$ cat config.mk
export PLATFORM = sky130hd
export DESIGN_NAME = pin_uart_tx
export DESIGN_NICKNAME = d
export VERILOG_FILES = /design/src/rtl/pin_uart_pkg.sv /design/src/rtl/uart_baud_gen.sv /design/src/rtl/pin_uart_tx.sv
export SDC_FILE = /design/constraint.sdc
export NUM_CORES = 1
export LEC_CHECK = 0
export BUFFER_PORTS_ARGS = -buffer_cell sky130_fd_sc_hd__buf_2
export CELL_PAD_IN_SITES_DETAIL_PLACEMENT = 2
export CELL_PAD_IN_SITES_GLOBAL_PLACEMENT = 2
export CORE_ASPECT_RATIO = 1.5
export CORE_MARGIN = 3
export CORE_UTILIZATION = 35
export CTS_CLUSTER_DIAMETER = 150
export DETAILED_ROUTE_END_ITERATION = 16
export PLACE_DENSITY = 0.93
export SETUP_SLACK_MARGIN = 0.3
export SLEW_MARGIN = 15
export SYNTH_ARGS = -nofsm -noshare
export SYNTH_HDL_FRONTEND = slang
export SYNTH_SLANG_ARGS = --single-unit
$ cat constraint.sdc
create_clock -name clk -period 3.74 [get_ports clk]
set_clock_uncertainty 0.2 [all_clocks]
set_input_delay 0.187 -clock clk [delete_from_list [all_inputs] [get_ports clk]]
set_output_delay 0.187 -clock clk [all_outputs]
set_load 0.005 [all_outputs]
$ cat src/rtl/pin_uart_pkg.sv
// pin_uart_pkg
// Shared definitions for the board UART link. The transmitter uses them now,
// and the future receiver will import them too.
//   uart_state_t    : frame-level FSM states
//   UART_DATA_BITS  : payload bits per frame
//   UART_IDLE_LEVEL : level of the serial line between frames
//   even_parity()   : parity bit that makes the count of ones in data+parity even
package pin_uart_pkg;

  typedef enum logic [2:0] {
    IDLE   = 3'd0,
    START  = 3'd1,
    DATA   = 3'd2,
    PARITY = 3'd3,
    STOP   = 3'd4
  } uart_state_t;

  localparam int   UART_DATA_BITS  = 8;
  localparam logic UART_IDLE_LEVEL = 1'b1;

  function automatic logic even_parity(input logic [UART_DATA_BITS-1:0] d);
    return ^d;
  endfunction

endpackage

$ cat src/rtl/uart_baud_gen.sv
// uart_baud_gen
// Counts clock cycles within one serial bit time.
// Ports:
//   clk      : clock, rising edge
//   rst      : synchronous active-high reset
//   ena      : 0 freezes the counter
//   clear    : hold the counter at 0 (used while the line is idle)
//   bit_done : one-cycle pulse on the last cycle of each bit time
module uart_baud_gen #(
  parameter int CLKS_PER_BIT = 16
) (
  input  logic clk,
  input  logic rst,
  input  logic ena,
  input  logic clear,
  output logic bit_done
);

  localparam int            CW   = (CLKS_PER_BIT > 1) ? $clog2(CLKS_PER_BIT) : 1;
  localparam logic [CW-1:0] LAST = CW'(CLKS_PER_BIT - 1);

  logic [CW-1:0] r_cnt;
  logic          w_at_last;

  assign w_at_last = (r_cnt == LAST);

  // Wraps at LAST so the counter never runs past one bit time, even when
  // CLKS_PER_BIT is not a power of two.
  always_ff @(posedge clk) begin
    if (rst) begin
      r_cnt <= '0;
    end else if (ena) begin
      if (clear || w_at_last) begin
        r_cnt <= '0;
      end else begin
        r_cnt <= r_cnt + CW'(1);
      end
    end
  end

  assign bit_done = ena && !clear && w_at_last;

endmodule

$ cat src/rtl/pin_uart_tx.sv
// pin_uart_tx
// 8N1 serial transmitter (optional even parity), LSB first, fixed integer
// clocks per bit. The serial line is driven straight from a flop.
// Ports:
//   clk       : clock, rising edge
//   rst       : synchronous active-high reset; aborts any frame in flight
//   ena       : 1 run, 0 freeze every state element (tx holds its level)
//   tx_data   : byte to send, sampled only on accept
//   tx_valid  : request to send tx_data
//   tx_ready  : block can accept a byte this cycle
//   tx        : serial line, idle high
//   busy      : a frame is in progress
//   dbg_state : current FSM state for observation
//
// Handshake: a byte is accepted on a rising edge where tx_valid, tx_ready and
// ena are all high. tx_ready is high only in IDLE with ena high. A request made
// while busy is dropped, not queued; the requester holds tx_valid until it sees
// tx_ready. tx_data may change freely after the accept edge.
module pin_uart_tx
  import pin_uart_pkg::*;
#(
  parameter int CLKS_PER_BIT = 16,
  parameter bit PARITY_EN    = 1'b0
) (
  input  logic                      clk,
  input  logic                      rst,
  input  logic                      ena,
  input  logic [UART_DATA_BITS-1:0] tx_data,
  input  logic                      tx_valid,
  output logic                      tx_ready,
  output logic                      tx,
  output logic                      busy,
  output uart_state_t               dbg_state
);

  localparam logic [2:0] LAST_BIT = 3'(UART_DATA_BITS - 1);

  uart_state_t               r_state;
  logic [UART_DATA_BITS-1:0] r_shift;
  logic                      r_parity;
  logic [2:0]                r_bit_cnt;
  logic                      r_tx;

  uart_state_t               w_state_nxt;
  logic [UART_DATA_BITS-1:0] w_shift_nxt;
  logic                      w_parity_nxt;
  logic [2:0]                w_bit_cnt_nxt;
  logic                      w_tx_nxt;
  logic                      w_accept;
  logic                      w_baud_clear;
  logic                      w_bit_done;

  // Holding the baud counter clear while idle means it starts from 0 on the
  // first start-bit cycle without a separate clear pulse on accept.
  assign w_baud_clear = (r_state == IDLE);

  uart_baud_gen #(
    .CLKS_PER_BIT(CLKS_PER_BIT)
  ) u_baud (
    .clk      (clk),
    .rst      (rst),
    .ena      (ena),
    .clear    (w_baud_clear),
    .bit_done (w_bit_done)
  );

  assign tx_ready  = (r_state == IDLE) && ena;
  assign busy      = (r_state != IDLE);
  assign tx        = r_tx;
  assign dbg_state = r_state;
  assign w_accept  = tx_valid && tx_ready;

  always_ff @(posedge clk) begin
    if (rst) begin
      r_state   <= IDLE;
      r_shift   <= '0;
      r_parity  <= 1'b0;
      r_bit_cnt <= '0;
      r_tx      <= UART_IDLE_LEVEL;
    end else if (ena) begin
      r_state   <= w_state_nxt;
      r_shift   <= w_shift_nxt;
      r_parity  <= w_parity_nxt;
      r_bit_cnt <= w_bit_cnt_nxt;
      r_tx      <= w_tx_nxt;
    end
  end

  // Next-state logic also computes the line level for the next cycle, so the
  // registered tx changes on the same edge as the state it belongs to.
  always_comb begin
    w_state_nxt   = r_state;
    w_shift_nxt   = r_shift;
    w_parity_nxt  = r_parity;
    w_bit_cnt_nxt = r_bit_cnt;
    w_tx_nxt      = r_tx;
    case (r_state)
      IDLE: begin
        w_tx_nxt = UART_IDLE_LEVEL;
        if (w_accept) begin
          w_shift_nxt   = tx_data;
          w_parity_nxt  = even_parity(tx_data);
          w_bit_cnt_nxt = '0;
          w_state_nxt   = START;
          w_tx_nxt      = 1'b0;
        end
      end
      START: begin
        if (w_bit_done) begin
          w_state_nxt = DATA;
          w_tx_nxt    = r_shift[0];
        end
      end
      DATA: begin
        if (w_bit_done) begin
          w_shift_nxt   = r_shift >> 1;
          w_bit_cnt_nxt = r_bit_cnt + 3'd1;
          if (r_bit_cnt == LAST_BIT) begin
            if (PARITY_EN) begin
              w_state_nxt = PARITY;
              w_tx_nxt    = r_parity;
            end else begin
              w_state_nxt = STOP;
              w_tx_nxt    = UART_IDLE_LEVEL;
            end
          end else begin
            // Next data bit is the one that becomes bit 0 after this shift.
            w_tx_nxt = r_shift[1];
          end
        end
      end
      PARITY: begin
        if (w_bit_done) begin
          w_state_nxt = STOP;
          w_tx_nxt    = UART_IDLE_LEVEL;
        end
      end
      STOP: begin
        if (w_bit_done) begin
          w_state_nxt = IDLE;
          w_tx_nxt    = UART_IDLE_LEVEL;
        end
      end
      default: begin
        w_state_nxt = IDLE;
        w_tx_nxt    = UART_IDLE_LEVEL;
      end
    endcase
  end

endmodule

# After elaboration in Yosys (flattened, before gate mapping)
# Cells that the tools add are included.
# W data, S select, Z words.
# classes
n_mux	20
eq_ne	13
n_reduce_logical	13
addsub	2
# ops
cell	count
$mux W3	8
$mux W8	2
$pmux W8 S2	1
$pmux W3 S5	1
$ne A2 B1 Y1 const B	5
$reduce_and A4 Y1	2
$reduce_and A7 Y1	1
$eq A3 B2 Y1 const B	2
$eq A3 B3 Y1 const B	2
$pmux W3 S2	1
$mux W1	5
$add A4 B1 Y4 const B	1
$eq A4 B4 Y1 const B	1
$logic_and A1 B1 Y1	4
$mux W4	1
$ne A2 B2 Y1 const B	2
$pmux W1 S4	1
$add A3 B1 Y3 const B	1
$eq A3 B1 Y1 const B	1
$logic_not A3 Y1	1
$reduce_bool A3 Y1	1
$reduce_bool A2 Y1	1
$reduce_or A2 Y1	1
$logic_not A1 Y1	1
$logic_or A1 B1 Y1	1
# word_totals
register_bits	19
out_inout_bits	6

# Logic depth before layout (Yosys ltp)
# depth
word_depth	6
ltp_mapped	6
mapped_depth_nobuf	5

# Modules after synthesis
# A second synthesis with hierarchy kept.
# unflattened
hier_cells	111
area_unflattened_um2	1044.8
# by_module_without_submodules
mod	seq_area_each_um2	cells_per_inst	n_inst	area_each_um2
pin_uart_tx	300.3	89	1	843.3
uart_baud_gen	80.1	22	1	201.4

# Worst setup path before layout
# No wires, ideal clock.
# synth_timing
path_type	register -> register
from	register r_state[1], in the netlist dbg_state[1]
to	register r_shift[7]
required_time_ps	3412
slack_ps	1979
arrival_time_ps	1433
path_stages_with_launch	7
path_cell_list	dfxtp_1 -> buf_6 -> or3b_4 -> buf_6 -> o22a_1 -> a22oi_1 -> nor2_1
# synth_via
elab_chain_len	6
elab_cells_between_ends	12
cone_classes	eq/ne (3); mux (1); reduce/logical (8)
# synth_rtl
item	line	rtl
start: declaration	pin_uart_tx.sv:38	uart_state_t r_state;
start signal: assignment	pin_uart_tx.sv:81	r_state <= w_state_nxt;
$logic_not A3 Y1	pin_uart_tx.sv:55, pin_uart_tx.sv:67, pin_uart_tx.sv:97	
$logic_not A1 Y1	uart_baud_gen.sv:41	assign bit_done = ena && !clear && w_at_last;
$logic_and A1 B1 Y1 (2 in a row)	uart_baud_gen.sv:41	
$ne A2 B1 Y1 (no source line)	n/a	
$reduce_and A4 Y1 (no source line)	n/a	
end signal: assignment	pin_uart_tx.sv:82	r_shift <= w_shift_nxt;
end: declaration	pin_uart_tx.sv:39	logic [UART_DATA_BITS-1:0] r_shift;
# Several ways; a longest one is shown, not always the timed one.
# A chain may end at the register's enable or synchronous reset.

# Worst setup path in the final report
# layout_timing
from	register r_state[1], in the netlist dbg_state[1]
to	register r_shift[6]
# Same word-level chain as after synthesis.

==> run summary <==
status: complete, no violations
slowest stage delay, CP: 0.60 ns
ant diodes: 0
CTS tree: yes
Synth Area in XOR/XNOR: 0%
power per cell area: 381 nW/um^2
Flop pwr share: 51.5%
WL final: 2.57 mm
GP Congestion: 0.745
Vias: 846
worst slack, placed: 1.59 ns
worst vdd ir: 0.000224 V
Final WS setup: 1.60 ns
overall global routing resource usage: 16.5%
Adder-Cell Fraction of Synth Area: 3.75%
Int Pwr: 316 uW
clk_lat worst skew: 0.26 ns
clk sinks: 19
cell row count: 23
largest family of logic cells by synthesized area: compound AO/OA/AOI/OAI gates
Clock Power Share: 33.5%
Peak Freq: 468 MHz
LEAKAGE: 0.000479 uW
post_cts resized: 0
largest net degree at the start of global routing: 21
commonest non-fill, non-tap cells in the layout: dfxtp_1 (19), buf_2 (17), nor2_1 (15)
core area: 2710 sq um
Seq cells post-synth: 19
Net Sw Power: 115 uW
CP Max Fanout: 14
minimum clock period: 2.14 ns
max-slew violations: 0
CTS Root Cell: clkbuf_8
post-synthesis net count: 122
Startpoint Class: register
GRT overflow: 0
crit end category: register
vias per cell: 5.32
CP Cell Sequence: or3b_4, o22ai_4, nor2_1, a211oi_1
share of post-route cells with drive strength above 1: 25.4%
crit share post-route: 57.1%
worst hold path class: input pin to register
simple-gate share of the synthesized area: 22.0%
count of final hold-check violations: 0
Die Y: 71.5 um
slowest cell on the critical path: dfxtp_1
RSZ-0062 raised after global routing: no
synth unique cells: 35
register area share after synthesis: 38.0%
DIE AREA: 3550 sq um
Post-DP HPWL: 1.84 mm
Max Cap Viol: 0
average wire per standard cell: 16.1 um
TritonCTS Buffers: 3
endpoints failing setup: 0
Mean Syn Cell Area: 9.35 sq um
Remaining DRCs: 0
number of routed nets with antenna violations: 0
warnings from Yosys: 0
nets: 138
Initial Util: 37.0%
Tightest Pin Transition: 0.496 ns
IO Port Bufs: 17
Critical Path AT: 2.11 ns
drt pass-1 iters: 2
Relative slew margins: 66.7%
initial antenna violation count: 0
critical path class: register to register
first-pass GRT wire length: 4.62 mm
io pins: 18
Layout area overhead: 13.1%
synthesized instance count: 107
post-synthesis compound-gate area fraction: 22.9%
die width: 49.7 um
H-tree Lvls: 1
clock buffer depth: 2
Post-Syn Area: 1000 sq um
critical path data required time: 3.72 ns
most common cell after layout, fill and taps aside: dfxtp_1
Combinational Power Share: 15.1%
CTS clk-pin slew, worst paths: 0.07 ns
drt initial violations: 7
post-synthesis mux area share: 7.00%
sw frac: 26.8%
setup_tns: 0 ns
vias in the first global route: 957
Filler cells: 320
==> path summary, 6_finish.rpt <==
check                        from         endpoint  slack [ns]  depth (start not counted)
setup / recovery     dbg_state[1]       r_shift[6]        1.60                          4
hold / removal         tx_data[2]       r_shift[2]        0.08                          3
setup reg to reg     dbg_state[1]       r_shift[6]        1.60                          4
hold reg to reg   u_baud.r_cnt[1]  u_baud.r_cnt[1]        0.30                          2
==> critical path: cells and delay by family, from the launching register on <==
family             cells  cell delay [ns]
and+or+nand+nor        2             0.64
AOI/OAI and AO/OA      2             0.62
DFF                    1             0.60
==> stage by stage <==
| stage | instances | power [uW] | utilization, % | area (sq um) | hold WS, ns |
|---|---|---|---|---|---|
| after floorplan | 107 | 274 | - | 1000 | 0.148 |
| after global placement | 154 | 287 | 39.8 | 1080 | 0.245 |
| after detailed placement | 154 | 291 | 39.8 | 1080 | 0.254 |
| after CTS | 159 | 440 | 41.9 | 1130 | 0.0814 |
| after global routing | 159 | 458 | 41.9 | 1130 | 0.0981 |
| final | 159 | 432 | 41.9 | 1130 | 0.0788 |
==> Yosys cell counts <==
library cell	count	area share, %
nor2_2	3	1.9
a211oi_2	3	3.8
nand4_1	1	0.63
inv_1	2	0.75
and2_1	1	0.63
o22ai_4	1	2.0
nor4b_1	1	0.88
a21oi_1	7	3.5
or3_1	1	0.63
nand2_1	3	1.1
o21ai_0	3	1.5
o2111a_1	1	1.1
o21a_1	1	0.75
or3b_4	1	1.1
ha_1	3	3.8
nor3_1	4	2.0
a211o_1	1	0.88
clkbuf_1	3	1.1
o32ai_1	1	0.88
and3_1	1	0.63
nand3b_1	1	0.75
mux2i_1	7	7.0
o21ai_1	1	0.50
nor3_4	1	1.6
nand4bb_1	1	1.1
nor2_1	15	5.6
buf_6	4	4.5
dfxtp_1	19	38
a22oi_1	3	2.2
a31oi_1	1	0.63
nand3_1	3	1.5
nand2b_1	3	1.9
o22a_1	1	0.88
a211oi_1	4	3.0
o31ai_2	1	1.2
==> layer usage <==
metal	GRT usage, %	vias to the layer above	part of all wire, %
li1	-	419	-
met1	19.2	410	41
met2	30.0	12	55
met3	2.91	5	3.3
met4	5.54	0	1.2
met5	0	-	0
==> layout make-up <==
| type | instances | area [sq um] | share of cell area, % |
|---|---|---|---|
| clock inverter | 1 | 5.00 | 0.442 |
| timing repair buffer | 18 | 95.1 | 8.40 |
| clock buffer | 3 | 41.3 | 3.65 |
| inverter | 2 | 7.51 | 0.663 |
| tap | 37 | 46.3 | 4.09 |
| multi-input combinational | 79 | 557 | 49.2 |
| sequential | 19 | 380 | 33.6 |
==> power groups by stage <==
| stage | Combinational (uW) | Clock, uW | Sequential, uW |
|---|---|---|---|
| after floorplan | 52.1 | 0 | 222 |
| after global placement | 60.9 | 0 | 226 |
| after detailed placement | 64.5 | 0 | 227 |
| after CTS | 66.2 | 152 | 222 |
| after global routing | 73.2 | 161 | 224 |
| final | 65.0 | 145 | 222 |
==> sequential cells by signal, indices dropped and copies added (netlist names) <==
register,count
r_bit_cnt,3
r_shift,8
u_baud.r_cnt,4
dbg_state,3
tx,1
==> repair_timing <==
action | 4_1_cts | 5_1_grt
buffers inserted | 0 | 0
hold buffers | 1 | 0
endpoints found under the hold margin | 1 | 0
==> cells by family (layout without fill, tap and decap cells) <==
group	count (synthesis)	count (layout)
and+or+nand+nor	40	40
AOI/OAI and AO/OA	29	29
DFF	19	19
buffers and inverters	9	24
muxes	7	7
adders and majority gates	3	3
Power figures use the tool's default switching activity.
